[src/rtl/inst_fetch_queue_if.sv]
// inst_fetch_queue_if: imem request/response, redirect and core-side instruction handshake.
interface inst_fetch_queue_if;
    logic        imem_req;
    logic [31:0] imem_addr;
    logic        imem_valid;
    logic [31:0] imem_rdata;
    logic        redirect;
    logic [31:0] redirect_pc;
    logic        inst_valid;
    logic        inst_ready;
    logic [31:0] inst_out;
    logic [31:0] inst_pc;
    modport master (
        output imem_req, imem_addr, inst_valid, inst_out, inst_pc,
        input  imem_valid, imem_rdata, redirect, redirect_pc, inst_ready
    );
    modport slave (
        input  imem_req, imem_addr, inst_valid, inst_out, inst_pc,
        output imem_valid, imem_rdata, redirect, redirect_pc, inst_ready
    );
endinterface

[src/rtl/inst_fetch_queue.sv]
// inst_fetch_queue: single-outstanding instruction fetcher feeding a PC-tagged FIFO to the core.
module inst_fetch_queue #(
    parameter int          DEPTH    = 4,
    parameter logic [31:0] RESET_PC = 32'h0
) (
    input logic clock,
    input logic reset,
    inst_fetch_queue_if.master bus
);
    localparam int AW = $clog2(DEPTH);
    typedef enum logic [1:0] {IDLE, WAIT, DROP} state_t;
    state_t      state, state_n;
    logic [31:0] fetch_pc, fetch_pc_n, issue_addr, req_addr;
    logic [AW:0] count, occ;
    logic [AW-1:0] rd_ptr, wr_ptr;
    logic [31:0] fifo_inst [DEPTH];
    logic [31:0] fifo_pc [DEPTH];
    logic        valid, pop, push, space, issue, req;
    always_comb begin
        valid      = count != '0;
        pop        = valid & bus.inst_ready;
        push       = (state == WAIT) & bus.imem_valid & ~bus.redirect;
        occ        = count - (AW+1)'(pop) + (AW+1)'(push);
        space      = occ < (AW+1)'(DEPTH);
        state_n    = state;
        fetch_pc_n = fetch_pc;
        issue      = 1'b0;
        issue_addr = fetch_pc;
        if (bus.redirect) begin
            // a response landing with the redirect closes the old fetch, so no DROP is needed
            fetch_pc_n = bus.redirect_pc;
            state_n    = (state == IDLE || bus.imem_valid) ? IDLE : DROP;
        end else if (state == IDLE) begin
            issue   = space;
            state_n = space ? WAIT : IDLE;
        end else if (state == WAIT) begin
            if (bus.imem_valid) begin
                fetch_pc_n = fetch_pc + 32'd1;
                issue_addr = fetch_pc + 32'd1;
                issue      = space;
                state_n    = space ? WAIT : IDLE;
            end
        end else if (bus.imem_valid) begin
            state_n = IDLE;
        end
    end
    always_ff @(posedge clock or posedge reset) begin
        if (reset) begin
            state    <= IDLE;
            fetch_pc <= RESET_PC;
            count    <= '0;
            rd_ptr   <= '0;
            wr_ptr   <= '0;
            req      <= 1'b0;
            req_addr <= '0;
        end else begin
            state    <= state_n;
            fetch_pc <= fetch_pc_n;
            req      <= issue;
            if (issue) req_addr <= issue_addr;
            if (bus.redirect) begin
                count  <= '0;
                rd_ptr <= '0;
                wr_ptr <= '0;
            end else begin
                count <= occ;
                if (push) wr_ptr <= wr_ptr + 1'b1;
                if (pop) rd_ptr <= rd_ptr + 1'b1;
            end
        end
    end
    always_ff @(posedge clock) begin
        if (push) begin
            fifo_inst[wr_ptr] <= bus.imem_rdata;
            fifo_pc[wr_ptr]   <= fetch_pc;
        end
    end
    assign bus.imem_req   = req;
    assign bus.imem_addr  = req_addr;
    assign bus.inst_valid = valid;
    assign bus.inst_out   = valid ? fifo_inst[rd_ptr] : '0;
    assign bus.inst_pc    = valid ? fifo_pc[rd_ptr] : '0;
endmodule

[src/flat_wrapper.sv]
// flat-port wrapper written by rule: the top's interface ports become plain ports
module inst_fetch_queue_flat 
#(
    parameter int          DEPTH    = 4,
    parameter logic [31:0] RESET_PC = 32'h0
)
  (clock, reset, bus_imem_req, bus_imem_addr, bus_inst_valid, bus_inst_out, bus_inst_pc, bus_imem_valid, bus_imem_rdata, bus_redirect, bus_redirect_pc, bus_inst_ready);
  inst_fetch_queue_if bus_i ();
  input logic clock;
  input logic reset;
  output wire logic [$bits(bus_i.imem_req)-1:0] bus_imem_req;
  output wire logic [$bits(bus_i.imem_addr)-1:0] bus_imem_addr;
  output wire logic [$bits(bus_i.inst_valid)-1:0] bus_inst_valid;
  output wire logic [$bits(bus_i.inst_out)-1:0] bus_inst_out;
  output wire logic [$bits(bus_i.inst_pc)-1:0] bus_inst_pc;
  input wire logic [$bits(bus_i.imem_valid)-1:0] bus_imem_valid;
  input wire logic [$bits(bus_i.imem_rdata)-1:0] bus_imem_rdata;
  input wire logic [$bits(bus_i.redirect)-1:0] bus_redirect;
  input wire logic [$bits(bus_i.redirect_pc)-1:0] bus_redirect_pc;
  input wire logic [$bits(bus_i.inst_ready)-1:0] bus_inst_ready;
  assign bus_imem_req = bus_i.imem_req;
  assign bus_imem_addr = bus_i.imem_addr;
  assign bus_inst_valid = bus_i.inst_valid;
  assign bus_inst_out = bus_i.inst_out;
  assign bus_inst_pc = bus_i.inst_pc;
  assign bus_i.imem_valid = bus_imem_valid;
  assign bus_i.imem_rdata = bus_imem_rdata;
  assign bus_i.redirect = bus_redirect;
  assign bus_i.redirect_pc = bus_redirect_pc;
  assign bus_i.inst_ready = bus_inst_ready;
  inst_fetch_queue #(.DEPTH(DEPTH), .RESET_PC(RESET_PC)) u_core (.clock(clock), .reset(reset), .bus(bus_i));
endmodule
[config.mk]
export PLATFORM = sky130hd
export DESIGN_NAME = inst_fetch_queue_flat
export DESIGN_NICKNAME = d
export VERILOG_FILES = /design/src/rtl/inst_fetch_queue_if.sv /design/src/rtl/inst_fetch_queue.sv /design/src/flat_wrapper.sv
export SDC_FILE = /design/constraint.sdc
export NUM_CORES = 1
export LEC_CHECK = 0
export CAP_MARGIN = 30
export CORE_ASPECT_RATIO = 0.5
export CORE_MARGIN = 5
export CORE_UTILIZATION = 30
export CTS_CLUSTER_DIAMETER = 120
export DETAILED_ROUTE_END_ITERATION = 16
export PLACE_DENSITY = 0.53
export SLEW_MARGIN = 20
export SYNTH_ARGS = -nofsm -noshare
export SYNTH_HDL_FRONTEND = slang
export SYNTH_SLANG_ARGS = --single-unit
[constraint.sdc]
create_clock -name clock -period 4.4 [get_ports clock]
set_clock_uncertainty 0.2 [all_clocks]
set_input_delay 0.66 -clock clock [delete_from_list [all_inputs] [get_ports clock]]
set_output_delay 0.66 -clock clock [all_outputs]
set_load 0.02 [all_outputs]
==> impl_metrics.csv, run 1 <==
group,metric,value,unit
logic_synthesis,synth_area_per_cell,18.6,um2
critical_path,worstPathArrival,2.80,ns
sta,rsz0062_at_grt,"no",
logic_synthesis,synth_seq_area_share,71.8,%
pwr,cell_internal_pwr,7.30,mW
pwr,pwr_density_cell,608,nW/um2
layout,final_nets,978,
critical_path,critical_path.cell_chain,"buf_4 -> mux4_2 -> and2_1 -> clkdlybuf4s50_1",
logic_synthesis,syn-instance-count,714,
global_routing,grt-ovfl-total,0,
layout,drive_gt1_share,21.4,%
logic_synthesis,ys_async_sr_fraction,22.4,%
logic_synthesis,ys_top_cells_by_area,"sky130_fd_sc_hd__edfxtp_1, sky130_fd_sc_hd__dfrtp_1, sky130_fd_sc_hd__mux4_2, sky130_fd_sc_hd__mux2_2, sky130_fd_sc_hd__and2_1",
critical_path,cp.buffers_inverters,2,
clocking,clk_latency,0.51,ns
sta,worst_slew_margin_rel,50.5,%
logic_synthesis,synth_top_cell_area_share,57.9,%
logic_synthesis,post_synth_edffs,256,
pwr,fraction_of_power_spent_switching_nets,29.4,%
clocking,clk_pin_slew,0.06,ns
pwr,cellLeakagePower,5.74,nW
pwr,vdd.ir_drop.worst,255,uV
pwr,combinationalPowerShare,31.7,%
floorplanning,die-width,308,um
clocking,cts_made_buffers,34,
layout,final_cell_area,17000,um2
sta,min_period,3.66,ns
global_routing,antenna_violations_before_repair,1,
floorplanning,core-area,43600,um2
critical_path,critical_path.slowest_cell,"sky130_fd_sc_hd__dfrtp_4",
sta,transition_time_of_the_tightest_slew_check_pin,0.737,ns
critical_path,crit_fanout,39,
logic_synthesis,yosys_warn_count,0,
clocking,cts.path.max_buffers,3,
logic_synthesis,synth-seq-cells,330,
place,placedInstanceArea,15700,um2
layout,mostFrequentLayoutCell,"sky130_fd_sc_hd__edfxtp_1",
pwr,p_seq_share,37.9,%
route,avgRoutedWirePerCell,20.0,um
flow_run,max_cap_violations,0,
floorplanning,top_level_ports,167,
logic_synthesis,post_synth_num_cell_types,41,
route,viasPerCell,4.52,
critical_path,setup.worst_path.start_class,"flop",
route,drt_pass1_iterations,4,
sta,final.period_utilization,83.2,%
layout,layout_common_cells,"sky130_fd_sc_hd__edfxtp_1, sky130_fd_sc_hd__clkdlybuf4s50_1, sky130_fd_sc_hd__dfrtp_1",
logic_synthesis,cell_type_contributing_the_most_total_cell_area_after_synthesis,"sky130_fd_sc_hd__edfxtp_1",
route,drt-total-wl,30.3,mm
sta,max_freq,273,MHz
logic_synthesis,most_instantiated_flip_flop_cell_in_the_synthesis_netlist,"sky130_fd_sc_hd__edfxtp_1",
critical_path,max_stage_delay,0.87,ns
floorplanning,starting_utilization_of_the_core_area,30.4,%
worst_hold_path,hold_path.class,"primary input to asynchronous set/reset pin",
logic_synthesis,synthesis.nets,791,
clocking,cts_tree,"done",
floorplanning,die_y,159,um
layout,synthesis_to_finish_area_growth,27.9,%
critical_path,required,3.54,ns
global_routing,global_route_wire_length_before_repair,46.4,mm
layout,final_core_utilization,38.9,%
clocking,cts_post_setup_buffers_inserted,0,
place,place_hpwl,19.0,mm
run_status,result_of_the_run,"completed",
clocking,clock-sinks,330,
global_routing,vias_in_the_first_global_route,7629,
global_routing,grt_start_max_net_pins,66,
sta,finalMaxSlewViolations,0,
critical_path,worst-setup-path-type,"flop to primary output",
global_routing,grt.total_usage,12.2,%
floorplanning,die_area,48800,um2
route,ant_nets,0,
clocking,cts.repair.resized,0,
floorplanning,core.rowCount,54,
place,placement.io_buffers,166,
sta,final_hold_viol_count,0,
clocking,postCtsHoldBufs,0,
route,detail_route.iter0.violations,295,
pwr,switchingPower,3.03,mW
place,gp_congestion,0.711,
sta,timing.setup.tns,0,ns
route,route.detailed.drc,0,
sta,finalSetupViolations,0,
critical_path,endpoint_kind,"primary output",
route,vias,6836,
clocking,clk_root_buffer_cell,"sky130_fd_sc_hd__clkbuf_16",
critical_path,timing.critical_path.max_delay_family,"buffers and inverters",
pwr,pwr-share-clk,30.4,%
logic_synthesis,post_synth_instance_area,13300,um2
clocking,cts_max_level,2,
## per-stage QoR
step / total power [mW] / setup WS, ns / hold WS, ns / instances
global route: 10.8 / 0.600 / 0.211 / 1514
global placement: 7.33 / 0.631 / 0.269 / 1452
detailed placement: 7.36 / 0.622 / 0.275 / 1452
finish: 10.3 / 0.740 / 0.208 / 1514
floorplan: 5.81 / 1.04 / 0.289 / 714
CTS: 10.5 / 0.667 / 0.288 / 1512
## worst reg2reg max path: stages (launching register included)
cell and delay (ns):
sky130_fd_sc_hd__dfrtp_1 0.42, sky130_fd_sc_hd__or3_2 0.47, sky130_fd_sc_hd__and2_1 0.21, sky130_fd_sc_hd__ha_1 0.29
sky130_fd_sc_hd__inv_1 0.06, sky130_fd_sc_hd__ha_1 0.13, sky130_fd_sc_hd__inv_1 0.04, sky130_fd_sc_hd__fa_1 0.37
sky130_fd_sc_hd__xnor2_1 0.27, sky130_fd_sc_hd__nand3_1 0.14, sky130_fd_sc_hd__inv_1 0.16, sky130_fd_sc_hd__buf_4 0.31
sky130_fd_sc_hd__mux2_2 0.39
## cell families (layout without fill, tap and decap cells)
kind of cell,Yosys count,count (layout),share of synthesized area [%]
DFF,330,330,71.8
and+or+nand+nor,154,154,7.29
muxes,120,120,15.5
buffers and inverters,51,262,1.59
xor gates and xnor gates,37,37,2.44
AOI/OAI and AO/OA,14,14,0.546
adders and majority gates,8,8,0.810
other,0,1,0
## path summary, 6_finish.rpt
check                                         start                       end  slack, ns  depth (start not counted)
max                                u_core.rd_ptr[1]            bus_inst_pc[5]       0.74                          4
max in group asynchronous                     reset          u_core.rd_ptr[1]       3.28                          3
min                                           reset  u_core.bus.imem_addr[22]       0.21                          2
max reg2reg                         u_core.count[1]  u_core.bus.imem_addr[14]       0.79                         12
min reg2reg                u_core.bus.imem_addr[30]  u_core.bus.imem_addr[30]       0.28                          2
min in group clock         u_core.bus.imem_addr[30]  u_core.bus.imem_addr[30]       0.28                          2
## cells in the mapped netlist, types with 2 or more instances
| library cell | count |
|---|---|
| sky130_fd_sc_hd__buf_1 | 5 |
| sky130_fd_sc_hd__a21oi_1 | 2 |
| sky130_fd_sc_hd__nand2_1 | 24 |
| sky130_fd_sc_hd__nor3_2 | 2 |
| sky130_fd_sc_hd__nor4_4 | 2 |
| sky130_fd_sc_hd__mux4_2 | 64 |
| sky130_fd_sc_hd__xnor2_1 | 25 |
| sky130_fd_sc_hd__clkbuf_1 | 18 |
| sky130_fd_sc_hd__nor3_1 | 7 |
| sky130_fd_sc_hd__and4_1 | 4 |
| sky130_fd_sc_hd__mux2i_1 | 8 |
| sky130_fd_sc_hd__o21ai_0 | 7 |
| sky130_fd_sc_hd__dfrtp_1 | 74 |
| sky130_fd_sc_hd__nor4_1 | 2 |
| sky130_fd_sc_hd__buf_2 | 7 |
| sky130_fd_sc_hd__and2_1 | 72 |
| sky130_fd_sc_hd__nor2_1 | 12 |
| sky130_fd_sc_hd__ha_1 | 7 |
| sky130_fd_sc_hd__inv_1 | 19 |
| sky130_fd_sc_hd__nand4_4 | 2 |
| sky130_fd_sc_hd__xor2_1 | 12 |
| sky130_fd_sc_hd__nand3_1 | 9 |
| sky130_fd_sc_hd__edfxtp_1 | 256 |
| sky130_fd_sc_hd__o21ai_1 | 4 |
| sky130_fd_sc_hd__or3_1 | 2 |
| sky130_fd_sc_hd__nor4_2 | 3 |
| sky130_fd_sc_hd__and3_1 | 2 |
| sky130_fd_sc_hd__mux2_2 | 48 |
| sky130_fd_sc_hd__nand4_1 | 3 |
## per-layer routing
metal | track usage (%) | vias up | routed length [um]
met4 | 3.22 | 0 | 466
li1 | - | 3118 | -
met2 | 22.7 | 74 | 16600
met5 | 0 | - | 0
met3 | 2.36 | 30 | 941
met1 | 14.6 | 3614 | 12300
## state kept, by name, summed over array words and instances (netlist names)
| signal | flops |
|---|---|
| u_core.bus.imem_req | 1 |
| u_core.count | 3 |
| u_core.fetch_pc | 32 |
| u_core.wr_ptr | 2 |
| u_core.fifo_inst | 128 |
| u_core.bus.imem_addr | 32 |
| u_core.rd_ptr | 2 |
| u_core.state | 2 |
| u_core.fifo_pc | 128 |
## power groups by stage
stage               registers, mW  logic, mW  clock network [mW]
global route                 3.95       3.51                3.36
finish                       3.91       3.28                3.14
floorplan                    4.07       1.73                   0
global placement             3.97       3.37                   0
CTS                          3.92       3.38                3.22
detailed placement           3.98       3.37                   0
## area by class of cell
class | instances | area, um2
clock buffer | 48 | 997
clock inverter | 12 | 231
timing repair buffer | 183 | 1860
tap | 588 | 736
antenna | 1 | 2.50
sequential | 330 | 9550
fill | 4028 | 26700
multi-input combinational | 333 | 3550
inverter | 19 | 71.3
Note: power is estimated with default switching activity, not from simulation.
==> run 2, diff against run 1 <==
- PLACE_DENSITY: 0.53 -> 0.55
- clock period: 4.4 -> 2.99 ns (I/O delays scaled with it)
==> impl_metrics.csv, run 2 (same netlist as run 1, synthesis figures left out) <==
group,metric,value,unit
route,vias,6944,
run_status,result_of_the_run,"finished with violations",
critical_path,worst-setup-path-type,"flop to flop",
critical_path,timing.critical_path.max_delay_family,"simple AND/OR/NAND/NOR gates",
sta,min_period,2.99,ns
sta,fin_ws,-0.00286,ns
clocking,cts_tree,"done",
critical_path,cp.buffers_inverters,5,
sta,final_hold_viol_count,0,
critical_path,critical_path.cell_chain,"or3_4 -> and2_4 -> ha_4 -> inv_2 -> ha_4 -> inv_2 -> fa_2 -> xnor2_2 -> nand3_2 -> clkinv_4 -> buf_12 -> buf_12 -> mux2_4",
sta,rsz0062_at_grt,"yes",
pwr,pwr-share-clk,26.5,%
place,place_worst_setup_slack,-0.191,ns
route,avgRoutedWirePerCell,19.8,um
critical_path,endpoint_kind,"flop",
pwr,fraction_of_power_spent_switching_nets,30.7,%
pwr,combinationalPowerShare,35.6,%
clocking,cts_made_buffers,34,
global_routing,global_route_wire_length_before_repair,47.2,mm
sta,max_freq,334,MHz
pwr,finalPower,15.1,mW
clocking,postCtsHoldBufs,0,
clocking,clock-sinks,330,
layout,layout_top_registers,"u_core.fifo_inst (128), u_core.fifo_pc (128)",
clocking,cts_max_level,2,
clocking,clk_pin_slew,0.06,ns
route,route.detailed.drc,0,
floorplanning,core.rowCount,54,
floorplanning,starting_utilization_of_the_core_area,30.4,%
route,drt_pass1_iterations,4,
pwr,cellLeakagePower,6.14,nW
layout,final_core_utilization,39.8,%
sta,timing.hold.ws,0.154,ns
flow_run,max_cap_violations,0,
global_routing,grt-ovfl-total,0,
sta,worst_slew_margin_rel,57.7,%
place,place_hpwl,19.3,mm
route,ant_nets,0,
clocking,clk_latency,0.50,ns
pwr,pwr_density_cell,870,nW/um2
layout,antenna-diode-count,0,
pwr,p_seq_share,37.9,%
clocking,clk_root_buffer_cell,"sky130_fd_sc_hd__clkbuf_16",
clocking,cts.path.max_buffers,3,
critical_path,setup.worst_path.start_class,"flop",
floorplanning,core-area,43600,um2
place,placement.io_buffers,166,
layout,mostFrequentLayoutCell,"sky130_fd_sc_hd__edfxtp_1",
route,viasPerCell,4.49,
floorplanning,die_area,48800,um2
sta,finalMaxSlewViolations,0,
sta,final.period_utilization,100,%
pwr,switchingPower,4.65,mW
global_routing,grt.total_usage,12.4,%
route,drt-total-wl,30.7,mm
sta,finalSetupViolations,1,
global_routing,grt_start_max_net_pins,75,
floorplanning,top_level_ports,167,
global_routing,antenna_violations_before_repair,0,
floorplanning,die_y,159,um
sta,transition_time_of_the_tightest_slew_check_pin,0.634,ns
layout,final_nets,1011,
layout,synthesis_to_finish_area_growth,30.9,%
place,gp_congestion,0.708,
critical_path,required,3.17,ns
pwr,cell_internal_pwr,10.5,mW
critical_path,max_stage_delay,0.39,ns
route,detail_route.iter0.violations,312,
worst_hold_path,hold_path.class,"primary input to asynchronous set/reset pin",
critical_path,crit_fanout,5,
layout,final_cell_area,17400,um2
layout,fillerInstances,4007,
run_status,violations,"setup timing",
critical_path,worstPathArrival,3.18,ns
pwr,vdd.ir_drop.worst,483,uV
critical_path,critical_path.slowest_cell,"sky130_fd_sc_hd__or3_4",
place,placedInstanceArea,16000,um2
layout,drive_gt1_share,25.4,%
global_routing,vias_in_the_first_global_route,7716,
floorplanning,die-width,308,um
layout,layout_common_cells,"sky130_fd_sc_hd__edfxtp_1, sky130_fd_sc_hd__clkdlybuf4s50_1, sky130_fd_sc_hd__dfrtp_1",
[run 2: final cells by class]
cell class | count | area (um2) | area share, %
repair buffers | 216 | 2310 | 13.3
clock buffers | 49 | 971 | 5.58
well taps | 588 | 736 | 4.23
inverters | 19 | 76.3 | 0.439
clock inverters | 12 | 78.8 | 0.453
multi-input cells | 333 | 3670 | 21.1
flip-flops and latches | 330 | 9540 | 54.9
[run 2: tightest hold or removal path: cells and delay by family]
family | cells | cell delay (ns)
buf+inv | 3 | 0.81
[run 2: timing repair]
| item | CTS | global route |
|---|---|---|
| setup endpoints to repair | 89 | 64 |
| setup buffers | 11 | 2 |
| pin swaps | 5 | 3 |
| cloned | 4 | 1 |
| gates resized for setup | 116 | 22 |
[run 2: per-stage QoR]
step / std cells / TNS, ns
2_1_floorplan: 714 / 0
3_3_place_gp: 1471 / -4.00
3_5_place_dp: 1471 / -3.99
4_1_cts: 1546 / -1.43
5_1_grt: 1547 / -0.945
6_report: 1547 / -0.00286
[run 2: power by group through the flow]
stage	Combinational, mW	Clock (mW)	Sequential (mW)
after floorplan	2.60	0	5.99
after global placement	5.13	0	5.83
after detailed placement	5.16	0	5.85
after CTS	5.52	4.13	5.74
after global routing	5.74	4.31	5.79
final	5.38	4.00	5.74
[run 2: worst paths after layout]
kind                            cells after the start                 endpoint  slack, ns                    start
worst max-delay path                               13  u_core.bus.imem_addr[6]     -0.003          u_core.count[2]
min in group clock                                  4          u_core.count[0]       0.27             bus_redirect
worst max register to register                     13  u_core.bus.imem_addr[6]     -0.003          u_core.count[2]
worst min-delay path                                3      u_core.fetch_pc[21]       0.15                    reset
max in group asynchronous                           3         u_core.rd_ptr[0]       2.07                    reset
worst min register to register                      2  u_core.bus.imem_addr[1]       0.30  u_core.bus.imem_addr[1]
[run 2: per-layer routing]
layer  track usage, %  up-vias  routed length [um]
met5                0        -                   0
met4             3.24        0                 633
met3             2.36       43                 808
met2             22.8       74               16700
met1             15.0     3650               12500
li1                 -     3177                   -
